[src/rtl/i2s_rx.sv]
// I2S receiver: synchronizes SCK/WS/SD into clk_i, assembles MSB-first stereo
// words and hands out one left/right pair per frame on a valid/ready interface.
module i2s_rx #(
  parameter int unsigned DATA_WIDTH  = 24,
  parameter int unsigned SLOT_WIDTH  = 32,
  parameter logic        WS_POL      = 1'b0,
  parameter int unsigned SYNC_STAGES = 2
) (
  input  logic                  clk_i,
  input  logic                  rst_i,
  input  logic                  sck_i,
  input  logic                  ws_i,
  input  logic                  sd_i,
  output logic [DATA_WIDTH-1:0] sample_left_o,
  output logic [DATA_WIDTH-1:0] sample_right_o,
  output logic                  sample_valid_o,
  input  logic                  sample_ready_i,
  output logic                  overrun_o,
  output logic                  frame_err_o
);

  localparam int unsigned CNT_W = $clog2(SLOT_WIDTH + 2);
  localparam logic [CNT_W-1:0] CNT_DATA = CNT_W'(DATA_WIDTH);
  localparam logic [CNT_W-1:0] CNT_LAST = CNT_W'(DATA_WIDTH - 1);
  localparam logic [CNT_W-1:0] CNT_SLOT = CNT_W'(SLOT_WIDTH);
  localparam logic [CNT_W-1:0] CNT_SAT  = CNT_W'(SLOT_WIDTH + 1);

  typedef enum logic [1:0] {
    ST_SYNC  = 2'd0,
    ST_LEFT  = 2'd1,
    ST_RIGHT = 2'd2
  } state_t;

  state_t state, state_nxt;

  logic [SYNC_STAGES-1:0] sck_sync, ws_sync, sd_sync;
  logic                   sck_s, ws_s, sd_s;
  logic                   sck_prev, ws_prev;
  logic                   rise, ws_change;
  logic [CNT_W-1:0]       bit_cnt;
  logic [DATA_WIDTH-1:0]  left_sr, right_sr, right_next;
  logic                   shift_left, shift_right, pair_done, frame_err;

  // Input synchronizers
  always_ff @(posedge clk_i) begin
    if (rst_i) begin
      sck_sync <= '0;
      ws_sync  <= '0;
      sd_sync  <= '0;
    end else begin
      sck_sync <= {sck_sync[SYNC_STAGES-2:0], sck_i};
      ws_sync  <= {ws_sync[SYNC_STAGES-2:0], ws_i};
      sd_sync  <= {sd_sync[SYNC_STAGES-2:0], sd_i};
    end
  end

  assign sck_s     = sck_sync[SYNC_STAGES-1];
  assign ws_s      = ws_sync[SYNC_STAGES-1];
  assign sd_s      = sd_sync[SYNC_STAGES-1];
  assign rise      = sck_s & ~sck_prev;
  assign ws_change = rise & (ws_s != ws_prev);

  // SCK edge history, WS at last rise, saturating bit counter
  always_ff @(posedge clk_i) begin
    if (rst_i) begin
      sck_prev <= 1'b0;
      ws_prev  <= 1'b0;
      bit_cnt  <= '0;
    end else begin
      sck_prev <= sck_s;
      if (rise) begin
        ws_prev <= ws_s;
        if (ws_change) begin
          bit_cnt <= '0;
        end else if (bit_cnt != CNT_SAT) begin
          bit_cnt <= bit_cnt + CNT_W'(1);
        end
      end
    end
  end

  always_ff @(posedge clk_i) begin
    if (rst_i) begin
      state <= ST_SYNC;
    end else begin
      state <= state_nxt;
    end
  end

  // Slot tracking; the WS-change rise carries the old slot's last (pad) bit
  always_comb begin
    state_nxt   = state;
    shift_left  = 1'b0;
    shift_right = 1'b0;
    pair_done   = 1'b0;
    frame_err   = 1'b0;
    if (rise) begin
      case (state)
        ST_SYNC: begin
          if (ws_change && (ws_s == WS_POL)) begin
            state_nxt = ST_LEFT;
          end
        end
        ST_LEFT, ST_RIGHT: begin
          if (ws_change) begin
            if (bit_cnt < CNT_DATA) begin
              frame_err = 1'b1;
              state_nxt = ST_SYNC;
            end else if ((state == ST_LEFT) && (ws_s != WS_POL)) begin
              state_nxt = ST_RIGHT;
            end else if ((state == ST_RIGHT) && (ws_s == WS_POL)) begin
              state_nxt = ST_LEFT;
            end
          end else begin
            if (bit_cnt < CNT_DATA) begin
              shift_left  = (state == ST_LEFT);
              shift_right = (state == ST_RIGHT);
            end
            pair_done = (state == ST_RIGHT) && (bit_cnt == CNT_LAST);
            if (bit_cnt == CNT_SLOT) begin
              frame_err = 1'b1;
              state_nxt = ST_SYNC;
            end
          end
        end
        default: state_nxt = ST_SYNC;
      endcase
    end
  end

  assign right_next = (right_sr << 1) | DATA_WIDTH'(sd_s);

  always_ff @(posedge clk_i) begin
    if (rst_i) begin
      left_sr  <= '0;
      right_sr <= '0;
    end else begin
      if (shift_left) begin
        left_sr <= (left_sr << 1) | DATA_WIDTH'(sd_s);
      end
      if (shift_right) begin
        right_sr <= right_next;
      end
    end
  end

  // Output pair register with valid/ready handshake and overrun detection
  always_ff @(posedge clk_i) begin
    if (rst_i) begin
      sample_left_o  <= '0;
      sample_right_o <= '0;
      sample_valid_o <= 1'b0;
      overrun_o      <= 1'b0;
      frame_err_o    <= 1'b0;
    end else begin
      overrun_o   <= 1'b0;
      frame_err_o <= frame_err;
      if (pair_done) begin
        if (!sample_valid_o || sample_ready_i) begin
          sample_left_o  <= left_sr;
          sample_right_o <= right_next;
          sample_valid_o <= 1'b1;
        end else begin
          overrun_o <= 1'b1;
        end
      end else if (sample_valid_o && sample_ready_i) begin
        sample_valid_o <= 1'b0;
      end
    end
  end

endmodule

[config.mk]
export PLATFORM = sky130hd
export DESIGN_NAME = i2s_rx
export DESIGN_NICKNAME = d
export VERILOG_FILES = /design/src/rtl/i2s_rx.sv
export SDC_FILE = /design/constraint.sdc
export NUM_CORES = 1
export LEC_CHECK = 0
export BUFFER_PORTS_ARGS = -buffer_cell sky130_fd_sc_hd__buf_2
export CAP_MARGIN = 20
export CORE_AREA = 2 2 88 90
export CTS_CLUSTER_SIZE = 25
export DETAILED_ROUTE_END_ITERATION = 6
export DIE_AREA = 0 0 90 92
export PLACE_DENSITY = 0.85
export SYNTH_ARGS = -nofsm -noshare
export SYNTH_HDL_FRONTEND = slang
export SYNTH_SLANG_ARGS = --single-unit
[constraint.sdc]
create_clock -name clk_i -period 4.7 [get_ports clk_i]
set_clock_uncertainty 0.1 [all_clocks]
set_input_delay 0.235 -clock clk_i [delete_from_list [all_inputs] [get_ports clk_i]]
set_output_delay 0.235 -clock clk_i [all_outputs]
set_load 0.02 [all_outputs]
==> metrics.csv <==
stage,metric,value,unit
outcome,status,finished clean,
die,Ports,57,
routing,Final ANT Viol Nets,0,
power,Sw Share,19.2,%
routing,Detailed Route WL,9840,µm
routing,drt drc,0,
place,Post-DP Area,4620,µm²
routing,initial DRC count,307,
worst_setup_path,startpoint types,flip-flop,
power,LEAKAGE,0.00191,µW
timing,Setup-failing EPs final,0,
synth,syn_nets,537,
run,maxcap violations,0,
worst_setup_path,Slowest Stage Delay on Critical Path,0.79,ns
global_route,GRT overflow,0,
layout,Area Overhead vs Synth,20.0,%
timing,Max-slew headroom,27.4,%
worst_setup_path,WP buf/inv,1,
clock_network,CTS tree,built,
clock_network,clk sinks,114,
worst_setup_path,crit path cell chain,inv_1 > ha_1 > and3b_1 > nand4_1 > nand2_1 > a21oi_1,
synth,Synth cell types,39,
worst_setup_path,CP max FO,24,
timing,fin. max-slew vios,0,
clock_network,clk buf depth,2,
synth,number of synthesized flops with an enable pin,0,
clock_network,H-tree levels,4,
synth,Yosys reg bits,114,
power,Peak VDD IR,284,µV
place,port bufs,56,
power,Sw Pwr,448,µW
clock_network,CTS hold repair buffers,3,
power,Comb pwr share,1.3,%
die,die area,8280,µm²
clock_network,worst skew pair latency,0.50,ns
synth,Cells after Synth,524,
place,routability cong.,0.792,
worst_setup_path,CP arrival,2.83,ns
layout,Nets,574,
timing,final hold viol count,0,
power,clock power share,56.8,%
global_route,first-pass GRT wire length,16700,µm
die,Rows,32,
global_route,GRT Resource Usage Total,25.0,%
die,starting density of the core,58.9,%
hold_path,HP Class,primary input to flip-flop,
place,DPL Wire Length,5440,µm
clock_network,Worst-path clk slew,0.05,ns
clock_network,post_cts resized,0,
timing,RSZ-0062 raised after global routing,false,
synth,Netlist Area Pre-Place,4390,µm²
routing,Via density,5.62,
place,dpl ws,2.32,ns
routing,Via Count,3791,
power,PwrDens,442,nW/µm²
worst_setup_path,Crit path max-delay family,simple AND/OR/NAND/NOR gates,
worst_setup_path,Crit-path slowest cell,nand4_1,
clock_network,root buffer cell,clkbuf_8,
die,CORE AREA,7450,µm²
power,Sequential Power Share,41.9,%
clock_network,post-CTS setup buffer count,0,
global_route,largest net degree at the start of global routing,114,
die,Die H,92,µm
routing,DR WL/cell,14.6,µm
routing,1st-pass router iterations,7,
timing,worst slew pin tran,1.09,ns
layout,fraction of layout cells with a size suffix above 1,16.6,%
synth,"Seq/Total Area, Yosys",52.0,%
synth,top_reg_cell synth,dfxtp_1,
timing,setup_tns,0,ns
worst_setup_path,Crit Path Category,flip-flop to flip-flop,
layout,# diodes,0,
timing,Tmin final,2.60,ns
timing,fmax,0.385,GHz
layout,Final Cell Area,5260,µm²
global_route,initial antenna violation count,0,
worst_setup_path,CP endpoint kind,flip-flop,
worst_setup_path,Worst Path Required,4.93,ns
die,Die Wd,90,µm
timing,worst setup margin,2.10,ns
synth,Avg Synthesized Cell Area,8.37,µm²
clock_network,TritonCTS Buffers,17,
timing,final period utilization,55.3,%
global_route,vias in the first global route,3726,
synth,YS warnings,0,
synth,"Async S/R FF share, synth",0,%
power,Internal,1880,µW
-- kinds of logic after synthesis --
group | count (synthesis) | synth area share [%]
AOI/OAI and AO/OA | 159 | 18.6
xor gates and xnor gates | 5 | 1.17
adders and majority gates | 7 | 2.00
buffers and inverters | 48 | 5.36
DFF | 114 | 52.0
muxes | 4 | 0.970
and+or+nand+nor | 187 | 19.9
-- cell usage after synthesis (4+ instances only) --
| library cell | count | area share [%] |
|---|---|---|
| inv_1 | 5 | 0.43 |
| nor2_1 | 8 | 0.68 |
| nand3_1 | 49 | 5.6 |
| o21ai_1 | 48 | 5.5 |
| nand2_1 | 98 | 8.4 |
| nor2b_1 | 10 | 1.4 |
| ha_1 | 7 | 2.0 |
| a21oi_1 | 100 | 11 |
| buf_2 | 11 | 1.3 |
| buf_6 | 5 | 1.3 |
| dfxtp_1 | 114 | 52 |
| clkbuf_1 | 25 | 2.1 |
| nand4_1 | 4 | 0.57 |
-- layer usage --
| metal | wire (µm) | part of all wire, % | track usage (%) | vias up |
|---|---|---|---|---|
| li1 | - | - | - | 1874 |
| met1 | 3990 | 41 | 28.0 | 1769 |
| met2 | 5160 | 52 | 44.0 | 127 |
| met3 | 504 | 5.1 | 6.00 | 21 |
| met4 | 190 | 1.9 | 13.2 | 0 |
| met5 | 0 | 0 | 0 | - |
-- cell type report --
cell class                      count  area [µm²]
Sequential cell                   114        2280
Multi-Input combinational cell    362        1890
Inverter                            5        18.8
Fill cell                         554        2180
Timing Repair Buffer               61         328
Clock inverter                      9         154
Clock buffer                       22         463
Tap cell                          102         128
-- flip-flops by register name, indices dropped and copies added, names as in the netlist, 2 cells and up --
register and flops:
sample_right_o 24, state 2, right_sr 23, ws_sync 2, sck_sync 2, sample_left_o 24
left_sr 24, sd_sync 2, bit_cnt 6
-- path summary, 6_finish.rpt --
path | to | startpoint | cells past startpoint | slack, ns
worst max-delay path | left_sr[16] | state[0] | 6 | 2.10
worst min-delay path | bit_cnt[3] | rst_i | 2 | 0.29
worst max register to register | left_sr[16] | state[0] | 6 | 2.10
worst min register to register | sck_sync[1] | sck_sync[0] | 1 | 0.34
-- worst reg2reg max path, cell delays in order (launching register included) --
cell	delay, ns
dfxtp_1	0.42
inv_1	0.09
ha_1	0.33
and3b_1	0.24
nand4_1	0.79
nand2_1	0.36
a21oi_1	0.10
-- power groups by stage --
stage	combinational [µW]	sequential, µW	clock [µW]
after CTS	30.5	974	1330
after floorplan	22.9	993	0
after global placement	27.4	994	0
after detailed placement	27.9	994	0
after global routing	33.6	974	1380
final	30.9	974	1320
-- through the flow --
step / utilization, % / hold slack (ns) / power [µW] / cells
after CTS: 70.7 / 0.279 / 2340 / 675
final: 70.7 / 0.287 / 2330 / 675
after global placement: 62.0 / 0.316 / 1020 / 641
after floorplan: - / 0.263 / 1020 / 524
after global routing: 70.7 / 0.312 / 2390 / 675
after detailed placement: 62.0 / 0.331 / 1020 / 641
-- layout by cell type, fill, tap and decap left out, types with 2 or more instances in the layout --
| cell | n |
|---|---|
| a211oi_1 | 3 |
| a21o_1 | 2 |
| a21oi_1 | 100 |
| and4_1 | 3 |
| buf_2 | 55 |
| buf_4 | 3 |
| bufinv_16 | 4 |
| clkbuf_1 | 2 |
| clkbuf_16 | 16 |
| clkbuf_8 | 4 |
| clkinv_2 | 2 |
| clkinvlp_4 | 2 |
| dfxtp_1 | 114 |
| dlygate4sd3_1 | 3 |
| ha_1 | 7 |
| inv_1 | 5 |
| mux2i_1 | 2 |
| nand2_1 | 98 |
| nand2b_1 | 3 |
| nand3_1 | 49 |
| nand3b_1 | 2 |
| nand4_1 | 4 |
| nor2_1 | 7 |
| nor2b_1 | 9 |
| nor3_1 | 2 |
| o21ai_0 | 3 |
| o21ai_1 | 48 |
| xnor2_1 | 3 |
Power figures use the tool's default switching activity.
